===== config.mk =====
export PLATFORM = sky130hd
export DESIGN_NAME = alu_uart_sequencer_flat
export DESIGN_NICKNAME = d
export VERILOG_FILES = /design/src/rtl/alu_uart_sequencer_if.sv /design/src/rtl/alu_uart_sequencer.sv /design/src/flat_wrapper.sv
export SDC_FILE = /design/constraint.sdc
export NUM_CORES = 1
export LEC_CHECK = 0
export BUFFER_PORTS_ARGS = -buffer_cell sky130_fd_sc_hd__buf_2
export CORE_ASPECT_RATIO = 1.4
export CORE_MARGIN = 5
export CORE_UTILIZATION = 47
export CTS_CLUSTER_SIZE = 30
export DETAILED_ROUTE_END_ITERATION = 12
export PLACE_DENSITY = 0.75
export SYNTH_ARGS = -nofsm -noshare
export SYNTH_HDL_FRONTEND = slang
export SYNTH_SLANG_ARGS = --single-unit
export TNS_END_PERCENT = 50

===== constraint.sdc =====
create_clock -name i_clock -period 2 [get_ports i_clock]
set_clock_uncertainty 0.15 [all_clocks]
set_input_delay 0.4 -clock i_clock [delete_from_list [all_inputs] [get_ports i_clock]]
set_output_delay 0.4 -clock i_clock [all_outputs]
set_load 0.1 [all_outputs]

===== src/rtl/alu_uart_sequencer_if.sv =====
// Byte-level bus between the UART, the ALU and the sequencer.
// The sequencer connects through the slave modport.
interface alu_uart_sequencer_if #(
   parameter int SIZEDATA = 8,
   parameter int SIZEOP   = 6
);
   logic [SIZEDATA-1:0] i_rx_data;
   logic                i_rx_done;
   logic [SIZEDATA-1:0] i_alu_result;
   logic                i_tx_done;
   logic [SIZEDATA-1:0] o_datoa;
   logic [SIZEDATA-1:0] o_datob;
   logic [SIZEOP-1:0]   o_opcode;
   logic [SIZEDATA-1:0] o_tx_data;
   logic                o_tx_start;
   logic                o_busy;

   modport master (
      output i_rx_data, i_rx_done, i_alu_result, i_tx_done,
      input  o_datoa, o_datob, o_opcode, o_tx_data, o_tx_start, o_busy
   );

   modport slave (
      input  i_rx_data, i_rx_done, i_alu_result, i_tx_done,
      output o_datoa, o_datob, o_opcode, o_tx_data, o_tx_start, o_busy
   );
endinterface


===== src/rtl/alu_uart_sequencer.sv =====
// Collects A, B and opcode bytes from the UART, presents them to the ALU
// and forwards the result to the transmitter.
module alu_uart_sequencer #(
   parameter int SIZEDATA = 8,
   parameter int SIZEOP   = 6
) (
   input logic                 i_clock,
   input logic                 i_reset,
   alu_uart_sequencer_if.slave bus
);
   typedef enum logic [2:0] {
      WAIT_A,
      WAIT_B,
      WAIT_OP,
      LATCH,
      WAIT_TX
   } state_t;

   state_t state;
   state_t next;

   logic [SIZEDATA-1:0] datoa;
   logic [SIZEDATA-1:0] datob;
   logic [SIZEOP-1:0]   opcode;
   logic [SIZEDATA-1:0] tx_data;
   logic                tx_start;
   logic                busy;

   always_ff @(posedge i_clock) begin
      if (i_reset) state <= WAIT_A;
      else         state <= next;
   end

   always_comb begin
      next = state;
      unique case (state)
         WAIT_A:  if (bus.i_rx_done) next = WAIT_B;
         WAIT_B:  if (bus.i_rx_done) next = WAIT_OP;
         WAIT_OP: if (bus.i_rx_done) next = LATCH;
         LATCH:   next = WAIT_TX;
         WAIT_TX: if (bus.i_tx_done) next = WAIT_A;
         default: next = WAIT_A;
      endcase
   end

   // busy tracks the state register, so it is decoded from the next state
   always_ff @(posedge i_clock) begin
      if (i_reset) begin
         datoa    <= '0;
         datob    <= '0;
         opcode   <= '0;
         tx_data  <= '0;
         tx_start <= 1'b0;
         busy     <= 1'b0;
      end else begin
         tx_start <= (state == LATCH);
         busy     <= (next == LATCH) || (next == WAIT_TX);
         if (state == WAIT_A && bus.i_rx_done)
            datoa <= bus.i_rx_data;
         if (state == WAIT_B && bus.i_rx_done)
            datob <= bus.i_rx_data;
         if (state == WAIT_OP && bus.i_rx_done)
            opcode <= bus.i_rx_data[SIZEOP-1:0];
         if (state == LATCH)
            tx_data <= bus.i_alu_result;
      end
   end

   assign bus.o_datoa    = datoa;
   assign bus.o_datob    = datob;
   assign bus.o_opcode   = opcode;
   assign bus.o_tx_data  = tx_data;
   assign bus.o_tx_start = tx_start;
   assign bus.o_busy     = busy;
endmodule


===== src/flat_wrapper.sv =====
// flat-port wrapper written by rule: the top's interface ports become plain ports
module alu_uart_sequencer_flat 
#(
   parameter int SIZEDATA = 8,
   parameter int SIZEOP   = 6
)
  (i_clock, i_reset, bus_i_rx_data, bus_i_rx_done, bus_i_alu_result, bus_i_tx_done, bus_o_datoa, bus_o_datob, bus_o_opcode, bus_o_tx_data, bus_o_tx_start, bus_o_busy);
  alu_uart_sequencer_if #(.SIZEDATA(SIZEDATA), .SIZEOP(SIZEOP)) bus_i ();
  input logic i_clock;
  input logic i_reset;
  input wire logic [$bits(bus_i.i_rx_data)-1:0] bus_i_rx_data;
  input wire logic [$bits(bus_i.i_rx_done)-1:0] bus_i_rx_done;
  input wire logic [$bits(bus_i.i_alu_result)-1:0] bus_i_alu_result;
  input wire logic [$bits(bus_i.i_tx_done)-1:0] bus_i_tx_done;
  output wire logic [$bits(bus_i.o_datoa)-1:0] bus_o_datoa;
  output wire logic [$bits(bus_i.o_datob)-1:0] bus_o_datob;
  output wire logic [$bits(bus_i.o_opcode)-1:0] bus_o_opcode;
  output wire logic [$bits(bus_i.o_tx_data)-1:0] bus_o_tx_data;
  output wire logic [$bits(bus_i.o_tx_start)-1:0] bus_o_tx_start;
  output wire logic [$bits(bus_i.o_busy)-1:0] bus_o_busy;
  assign bus_i.i_rx_data = bus_i_rx_data;
  assign bus_i.i_rx_done = bus_i_rx_done;
  assign bus_i.i_alu_result = bus_i_alu_result;
  assign bus_i.i_tx_done = bus_i_tx_done;
  assign bus_o_datoa = bus_i.o_datoa;
  assign bus_o_datob = bus_i.o_datob;
  assign bus_o_opcode = bus_i.o_opcode;
  assign bus_o_tx_data = bus_i.o_tx_data;
  assign bus_o_tx_start = bus_i.o_tx_start;
  assign bus_o_busy = bus_i.o_busy;
  alu_uart_sequencer #(.SIZEDATA(SIZEDATA), .SIZEOP(SIZEOP)) u_core (.i_clock(i_clock), .i_reset(i_reset), .bus(bus_i));
endmodule

==> results of run 1 <==
## worst paths after layout
check,start,end,slack (ns),cells past startpoint
max,u_core.bus.o_datob[5],bus_o_datob[5],0.32,1
min,bus_i_rx_data[6],u_core.bus.o_datoa[6],0.16,3
max reg2reg,u_core.state[0],u_core.bus.o_datob[6],0.43,3
min reg2reg,u_core.bus.o_datoa[0],u_core.bus.o_datoa[0],0.31,2
## state kept, by name, summed over array words and instances (netlist names)
register / cells
u_core.bus.o_datoa: 8
u_core.bus.o_tx_start: 1
u_core.bus.o_busy: 1
u_core.bus.o_datob: 8
u_core.state: 3
u_core.bus.o_tx_data: 8
u_core.bus.o_opcode: 6
## synthesized netlist by cell type
library cell | instances | share of area
dfxtp_1 | 35 | 0.53
nand2_1 | 32 | 0.091
a21oi_1 | 18 | 0.069
mux2i_1 | 16 | 0.12
nor2_1 | 16 | 0.046
clkbuf_1 | 4 | 0.011
buf_2 | 3 | 0.011
and4bb_2 | 2 | 0.019
buf_4 | 2 | 0.011
buf_6 | 2 | 0.017
nor2b_1 | 2 | 0.0095
nor3_1 | 2 | 0.0076
and3b_1 | 1 | 0.0067
nand3b_1 | 1 | 0.0057
nor4b_4 | 1 | 0.018
o21ai_0 | 1 | 0.0038
or4b_1 | 1 | 0.0076
or4b_4 | 1 | 0.010
## worst reg2reg max path: stages (launching register included)
cell      delay [ns]
dfxtp_1         0.55
and4bb_2        0.48
mux2i_1         0.25
nor2_1          0.05
## kinds of logic after synthesis
logic type	count (synthesis)	share of synthesized area
multiplexers	16	0.122
AO/OA/AOI/OAI	19	0.0723
AND/OR/NAND/NOR	59	0.222
buffers and inverters	11	0.0514
flip-flops	35	0.533
## power groups by stage
stage / clock (mW) / sequential, mW / combinational [mW]
floorplan: 0 / 0.910 / 0.0843
global placement: 0 / 0.755 / 0.283
detailed placement: 0 / 0.756 / 0.286
CTS: 0.441 / 0.741 / 0.286
global route: 0.472 / 0.745 / 0.299
finish: 0.424 / 0.740 / 0.284
## per-stage QoR
stage,cell area [um2],worst slack [ns],util
after floorplan,1320,0.518,-
after global placement,1550,0.473,0.580
after global routing,1620,0.271,0.605
after detailed placement,1550,0.428,0.580
after CTS,1620,0.317,0.605
final,1620,0.316,0.605
## placed cells by master, fill, tap and decap left out, drive strengths merged
cell type  instances
a21oi             18
and3b              1
and4bb             2
buf               51
clkbuf             8
dfxtp             35
mux2i             16
nand2             32
nand3b             1
nor2              16
nor2b              2
nor3               2
nor4b              1
o21ai              1
or4b               2
## final cells by class
| cell class | count | area, um2 | share of cell area |
|---|---|---|---|
| sequential | 35 | 701 | 0.433 |
| multi-input combinational | 94 | 547 | 0.338 |
| timing repair buffer | 51 | 255 | 0.158 |
| clock buffer | 8 | 68.8 | 0.0426 |
| tap | 36 | 45.0 | 0.0279 |
## layer usage
metal | up-vias | part of all wire | global-route usage
li1 | 555 | - | -
met1 | 477 | 0.42 | 0.165
met2 | 43 | 0.46 | 0.236
met3 | 5 | 0.097 | 0.0675
met4 | 0 | 0.019 | 0.0665
met5 | - | 0 | 0
==> flow_metrics.py, run 1 <==
metrics = {
    "status": {
        "status": "finished clean",
    },
    "pwr": {
        "seqPwrFrac": 0.511,
        "pwr-share-clk": 0.293,
        "share_comb_of_total_power": 0.196,
        "p_leak_nw": 0.724,
        "p_total_mw": 1.45,
        "switching_share": 0.317,
        "peakVddDrop_mv": 0.541,
        "p_sw_uw": 459,
        "p_int_uw": 990,
        "powerDensity_mw_per_mm2": 896,
    },
    "hold_path": {
        "hold_class": "primary input to flip-flop",
    },
    "setup_path": {
        "endpoint_kind": "primary output",
        "critical_path.top_delay_family": "buffers and inverters",
        "cpMaxStageDelayCell": "buf_2",
        "critPathRequiredTime_ns": 1.45,
        "cp_cell_sequence": "buf_2",
        "start_kind": "flip-flop",
        "path_class": "flip-flop to primary output",
        "cp_max_fo": 2,
        "critPathBufInv": 1,
        "slowest_delay_ns": 0.44,
        "critical_path_arrival_ns": 1.13,
    },
    "global_route": {
        "grt_use_total": 0.149,
        "grt_max_degree": 36,
        "antenna_found_initial": 0,
        "grt_pass1_vias": 985,
        "grt_overflow_total": 0,
        "grt_pass1_wl_mm": 4.28,
    },
    "logic_synthesis": {
        "yosysSeqAreaShare": 0.533,
        "ys_warn_count": 0,
        "ys_ff_latch": 35,
        "synth_cell_types": 18,
        "synthCells": 140,
        "syn_nets": 160,
        "synth.avg_cell_area_um2": 9.39,
        "syn_area_mm2": 0.00132,
    },
    "detailed_routing": {
        "dr.pass1.iters": 4,
        "routed_wl_mm": 2.73,
        "num_vias": 1080,
        "drt_iter0_drc": 14,
        "routedWlPerCell_um": 12.2,
        "drc": 0,
        "via_per_inst": 4.82,
        "drt.antenna.violating_nets": 0,
    },
    "flow_run": {
        "drv_cap": 0,
    },
    "sta": {
        "setup_viol": 0,
        "rsz0062_at_grt": "false",
        "post-route-min-period_ns": 1.68,
        "worst_slew_pin_slew_ns": 0.587,
        "slew_violations": 0,
        "hold_viol": 0,
        "fin_setup_tns_ns": 0,
        "post-route-period-util": 0.842,
        "holdWs_ns": 0.156,
        "fmax_mhz": 594,
        "relSlewSlack": 0.608,
    },
    "finish": {
        "syn2layout_area_growth_pct": 22.9,
        "fin_nets": 207,
        "fin_cells": 224,
        "drive_gt1_frac": 0.330,
        "fillers": 248,
        "antenna_cells": 0,
    },
    "clock_network": {
        "cts_buffers": 5,
        "ctsResizeCount": 0,
        "hold_buffers": 0,
        "cts_tree": "built",
        "cts_root_buf": "clkbuf_4",
        "clkLatencyLatePin_ns": 0.32,
        "cts_setup_buffers": 0,
        "clock_path_buffers": 2,
        "htreeDepth": 2,
        "cts.clk_slew.worst_paths_ns": 0.11,
        "clkSinkCount": 35,
    },
    "floorplanning": {
        "die-area_mm2": 0.00397,
        "fp-row-count": 22,
        "coreArea_mm2": 0.00267,
        "ios": 52,
        "die_x_um": 54.7,
        "die_h_um": 72.6,
        "start_util": 0.493,
    },
    "place": {
        "gp_congestion": 0.729,
        "dp.cells": 216,
        "io_buffer_count": 51,
        "dpl.hpwl_mm": 2.02,
    },
}
(Power assumes the default switching activity.)
==> run 2: changes to the inputs <==
==> constraint.sdc (replaced) <==
create_clock -name i_clock -period 1.7 [get_ports i_clock]
set_clock_uncertainty 0.15 [all_clocks]
set_input_delay 0.34 -clock i_clock [delete_from_list [all_inputs] [get_ports i_clock]]
set_output_delay 0.34 -clock i_clock [all_outputs]
set_load 0.1 [all_outputs]
==> run 2 against run 1 <==
Die area is the same. Combinational power grew 20%. Via count grew 2.2%. Non-clock buffer count grew 1. Utilization grew 0.94 points. Final area grew 1.5%. Largest cell class unchanged.
==> flow_metrics.py, run 2 (synthesis gave the netlist of run 1 again) <==
metrics = {
    "setup_path": {
        "critPathBufInv": 1,
        "endpoint_kind": "primary output",
        "r2r-start": "u_core.state[0]",
        "critical_path.top_delay_family": "buffers and inverters",
        "slowest_delay_ns": 0.43,
        "start_kind": "flip-flop",
        "critical_path_arrival_ns": 1.14,
        "cpMaxStageDelayCell": "buf_2",
        "cp_max_fo": 2,
        "critPathRequiredTime_ns": 1.21,
        "worstReg2RegEnd": "u_core.bus.o_datob[6]",
        "rrSetupSlack_ns": 0.17,
        "path_class": "flip-flop to primary output",
        "r2r_cells": 3,
        "cp_cell_sequence": "buf_2",
    },
    "pwr": {
        "peakVddDrop_mv": 0.693,
        "p_sw_uw": 562,
        "share_comb_of_total_power": 0.186,
        "p_leak_nw": 0.739,
        "seqPwrFrac": 0.475,
        "powerDensity_mw_per_mm2": 1120,
        "p_int_mw": 1.27,
        "switching_share": 0.307,
        "pwr-share-clk": 0.339,
    },
    "finish": {
        "fillers": 245,
        "antenna_cells": 0,
        "syn2layout_area_growth_pct": 24.8,
        "drive_gt1_frac": 0.339,
        "stdcell_area_mm2": 0.00164,
        "fin_nets": 208,
        "final_cell_mix": "buf_2 (51), dfxtp_1 (35), nand2_1 (32), a21oi_1 (18)",
        "layout_commonest_cell": "buf_2",
    },
    "sta": {
        "relSlewSlack": 0.606,
        "fmax_mhz": 615,
        "post-route-period-util": 0.957,
        "post-route-min-period_ns": 1.63,
        "setup_viol": 0,
        "fin_setup_tns_ns": 0,
        "rsz0062_at_grt": "false",
        "slew_violations": 0,
        "worst_slew_pin_slew_ns": 0.592,
        "hold_viol": 0,
    },
    "clock_network": {
        "ctsResizeCount": 0,
        "clkSinkCount": 35,
        "cts_tree": "built",
        "htreeDepth": 2,
        "cts_buffers": 5,
        "clkLatencyLatePin_ns": 0.34,
        "cts.clk_slew.worst_paths_ns": 0.11,
        "cts_setup_buffers": 0,
        "hold_buffers": 0,
        "cts_root_buf": "clkbuf_4",
        "clock_path_buffers": 2,
    },
    "detailed_routing": {
        "routedWlPerCell_um": 13.0,
        "dr.pass1.iters": 4,
        "drt_iter0_drc": 22,
        "num_vias": 1104,
        "via_per_inst": 4.91,
        "drt.antenna.violating_nets": 0,
        "drc": 0,
        "routed_wl_mm": 2.91,
    },
    "flow_run": {
        "drv_cap": 0,
    },
    "global_route": {
        "grt_pass1_vias": 1075,
        "grt_pass1_wl_mm": 4.79,
        "grt_max_degree": 36,
        "grt_overflow_total": 0,
        "antenna_found_initial": 0,
        "grt_use_total": 0.166,
    },
    "hold_path": {
        "hold_end": "u_core.bus.o_tx_data[0]",
        "holdPathStages": 3,
        "hold_class": "primary input to flip-flop",
        "min-delay-start": "bus_i_alu_result[0]",
    },
    "place": {
        "io_buffer_count": 51,
        "dpl.hpwl_mm": 2.12,
        "placed_cell_area_mm2": 0.00156,
        "gp_congestion": 0.734,
    },
    "floorplanning": {
        "start_util": 0.493,
        "coreArea_mm2": 0.00267,
        "die_x_um": 54.7,
        "fp-row-count": 22,
        "ios": 52,
        "die-area_mm2": 0.00397,
        "die_h_um": 72.6,
    },
    "status": {
        "status": "finished clean",
    },
}
run 2: how the worst max path moves through the flow:
stage | from | to | slack, ns | depth (start not counted)
floorplan | u_core.state[0] | u_core.bus.o_datoa[0] | 0.22 | 5
global placement | u_core.state[0] | u_core.bus.o_datob[0] | 0.22 | 3
detailed placement | u_core.state[1] | u_core.bus.o_opcode[1] | 0.17 | 3
CTS | u_core.bus.o_opcode[1] | bus_o_opcode[1] | 0.06 | 1
global route | u_core.state[0] | u_core.bus.o_tx_data[7] | 0.01 | 4
finish | u_core.bus.o_opcode[1] | bus_o_opcode[1] | 0.07 | 1
run 2: per-layer routing:
layer  global-route usage  up-vias  part of all wire  routed length [um]
met2                0.275       47              0.49                1430
met1                0.178      495              0.39                1140
met5                    0        -                 0                   0
li1                     -      557                 -                   -
met4               0.0748        0             0.019                  55
met3               0.0654        5             0.099                 289
run 2: cell type report:
type | count | area (um2) | area share
Clock inverter | 2 | 35.0 | 0.0213
Timing Repair Buffer | 52 | 263 | 0.160
Multi-Input combinational cell | 94 | 547 | 0.333
Tap cell | 36 | 45.0 | 0.0274
Sequential cell | 35 | 701 | 0.427
Clock buffer | 6 | 51.3 | 0.0313
run 2: worst reg2reg max path, stage by stage, from the launching register on:
cell	delay, ns
dfxtp_1	0.50
and4bb_2	0.48
mux2i_1	0.24
nor2_1	0.05
run 2: power groups by stage:
stage / Clock (mW) / Combinational (mW) / Sequential (mW)
after floorplan: 0 / 0.0991 / 1.07
after global placement: 0 / 0.337 / 0.887
after detailed placement: 0 / 0.342 / 0.889
after CTS: 0.639 / 0.343 / 0.871
after global routing: 0.682 / 0.360 / 0.876
final: 0.622 / 0.340 / 0.871
run 2: through the flow:
stage | std cells | util | hold slack, ns | total power, mW | setup slack (ns)
2_1_floorplan | 140 | - | 0.326 | 1.17 | 0.218
3_3_place_gp | 217 | 0.582 | 0.289 | 1.22 | 0.223
3_5_place_dp | 217 | 0.582 | 0.294 | 1.23 | 0.172
4_1_cts | 225 | 0.615 | 0.0768 | 1.85 | 0.0567
5_1_grt | 225 | 0.615 | 0.0728 | 1.92 | 0.0118
6_report | 225 | 0.615 | 0.0917 | 1.83 | 0.0727
==> run 3: changes to the inputs <==
--- a/config.mk
+++ b/config.mk
@@ -11,8 +11,8 @@
 export CORE_UTILIZATION = 47
 export CTS_CLUSTER_SIZE = 30
 export DETAILED_ROUTE_END_ITERATION = 12
+export GPL_TIMING_DRIVEN = 0
 export PLACE_DENSITY = 0.75
 export SYNTH_ARGS = -nofsm -noshare
 export SYNTH_HDL_FRONTEND = slang
 export SYNTH_SLANG_ARGS = --single-unit
-export TNS_END_PERCENT = 50
==> run 3 against run 2 <==
Non-clock buffer count increased by 9. Sequential power down 0.9%. Via count about the same. Critical endpoint is now bus_o_tx_data[2]. Largest cell class unchanged. Largest power group unchanged.
==> flow_metrics.py, run 3 (synthesis gave the netlist of run 1 again) <==
metrics = {
    "status": {
        "status": "finished clean",
    },
    "finish": {
        "final_cell_mix": "buf_2 (53), dfxtp_1 (35), nand2_1 (32), a21oi_1 (18)",
        "syn2layout_area_growth_pct": 26.5,
        "final_util": 0.623,
        "antenna_cells": 0,
        "layout_commonest_cell": "buf_2",
        "fin_nets": 217,
        "drive_gt1_frac": 0.348,
    },
    "clock_network": {
        "cts_setup_buffers": 0,
        "ctsResizeCount": 0,
        "clkSinkCount": 35,
        "cts_root_buf": "clkbuf_4",
        "clock_path_buffers": 2,
        "clkLatencyLatePin_ns": 0.33,
        "cts.clk_slew.worst_paths_ns": 0.10,
        "cts_tree": "built",
        "htreeDepth": 2,
        "hold_buffers": 0,
        "cts_buffers": 5,
    },
    "detailed_routing": {
        "routedWlPerCell_um": 12.3,
        "routed_wl_mm": 2.87,
        "drt.antenna.violating_nets": 0,
        "num_vias": 1105,
        "dr.pass1.iters": 4,
        "via_per_inst": 4.72,
        "drt_iter0_drc": 13,
        "drc": 0,
    },
    "setup_path": {
        "slowest_delay_ns": 0.43,
        "cp_cell_sequence": "buf_2",
        "critPathBufInv": 1,
        "cpMaxStageDelayCell": "buf_2",
        "endpoint_kind": "primary output",
        "cp_max_fo": 2,
        "critical_path_arrival_ns": 1.11,
        "path_class": "flip-flop to primary output",
        "start_kind": "flip-flop",
        "critPathRequiredTime_ns": 1.21,
        "critical_path.top_delay_family": "buffers and inverters",
    },
    "global_route": {
        "grt_max_degree": 12,
        "grt_use_total": 0.161,
        "antenna_found_initial": 0,
        "grt_pass1_wl_mm": 4.63,
        "grt_pass1_vias": 1089,
        "grt_overflow_total": 0,
    },
    "pwr": {
        "p_int_mw": 1.09,
        "peakVddDrop_mv": 0.661,
        "seqPwrFrac": 0.525,
        "p_leak_nw": 0.760,
        "switching_share": 0.338,
        "share_comb_of_total_power": 0.219,
        "powerDensity_mw_per_mm2": 988,
        "p_sw_uw": 556,
        "pwr-share-clk": 0.256,
    },
    "place": {
        "dpl.hpwl_mm": 2.22,
        "place_ws_ns": 0.151,
        "io_buffer_count": 50,
        "gp_congestion": 0.752,
    },
    "sta": {
        "post-route-period-util": 0.942,
        "fmax_mhz": 625,
        "worst_slew_pin_slew_ns": 0.500,
        "setup_ws_ns": 0.0988,
        "post-route-min-period_ns": 1.60,
        "hold_viol": 0,
        "fin_setup_tns_ns": 0,
        "slew_violations": 0,
        "rsz0062_at_grt": "false",
        "setup_viol": 0,
        "relSlewSlack": 0.669,
    },
    "floorplanning": {
        "die-area_mm2": 0.00397,
        "ios": 52,
        "die_x_um": 54.7,
        "start_util": 0.493,
        "fp-row-count": 22,
        "coreArea_mm2": 0.00267,
        "die_h_um": 72.6,
    },
    "flow_run": {
        "drv_cap": 0,
    },
    "hold_path": {
        "hold_class": "primary input to flip-flop",
    },
}
[run 3: worst paths after layout]
| path | from | end | slack, ns | cells after the start |
|---|---|---|---|---|
| max reg2reg | u_core.state[2] | u_core.bus.o_datoa[6] | 0.13 | 5 |
| max | u_core.bus.o_tx_data[2] | bus_o_tx_data[2] | 0.1 | 1 |
| min reg2reg | u_core.bus.o_tx_data[7] | u_core.bus.o_tx_data[7] | 0.31 | 2 |
| min | bus_i_alu_result[3] | u_core.bus.o_tx_data[3] | 0.09 | 3 |
[run 3: area by class of cell]
cell class                 instances  area [um2]
timing repair buffer              50         250
fill                             264        1010
buffer                            11        67.6
clock buffer                       5        37.5
clock inverter                     3        15.0
multi-input combinational         94         547
sequential                        35         701
tap                               36        45.0
[run 3: power groups by stage]
stage / Clock [mW] / Combinational, mW / Sequential [mW]
6_report: 0.420 / 0.360 / 0.863
5_1_grt: 0.483 / 0.381 / 0.866
4_1_cts: 0.441 / 0.363 / 0.863
3_5_place_dp: 0 / 0.362 / 0.882
3_3_place_gp: 0 / 0.357 / 0.880
2_1_floorplan: 0 / 0.0991 / 1.07
[run 3: through the flow]
| step | power (mW) | instance area (um2) | hold WS, ns | std cells |
|---|---|---|---|---|
| 6_report | 1.64 | 1660 | 0.0862 | 234 |
| 5_1_grt | 1.73 | 1660 | 0.0775 | 234 |
| 3_3_place_gp | 1.24 | 1610 | 0.289 | 226 |
| 2_1_floorplan | 1.17 | 1320 | 0.326 | 140 |
| 3_5_place_dp | 1.24 | 1610 | 0.295 | 226 |
| 4_1_cts | 1.67 | 1660 | 0.0719 | 234 |
[run 3: per-layer routing]
metal | share of wire | vias to the layer above | global-route usage
met3 | 0.11 | 7 | 0.0716
li1 | - | 577 | -
met4 | 0.020 | 0 | 0.0748
met1 | 0.41 | 474 | 0.184
met2 | 0.46 | 47 | 0.250
met5 | 0 | - | 0
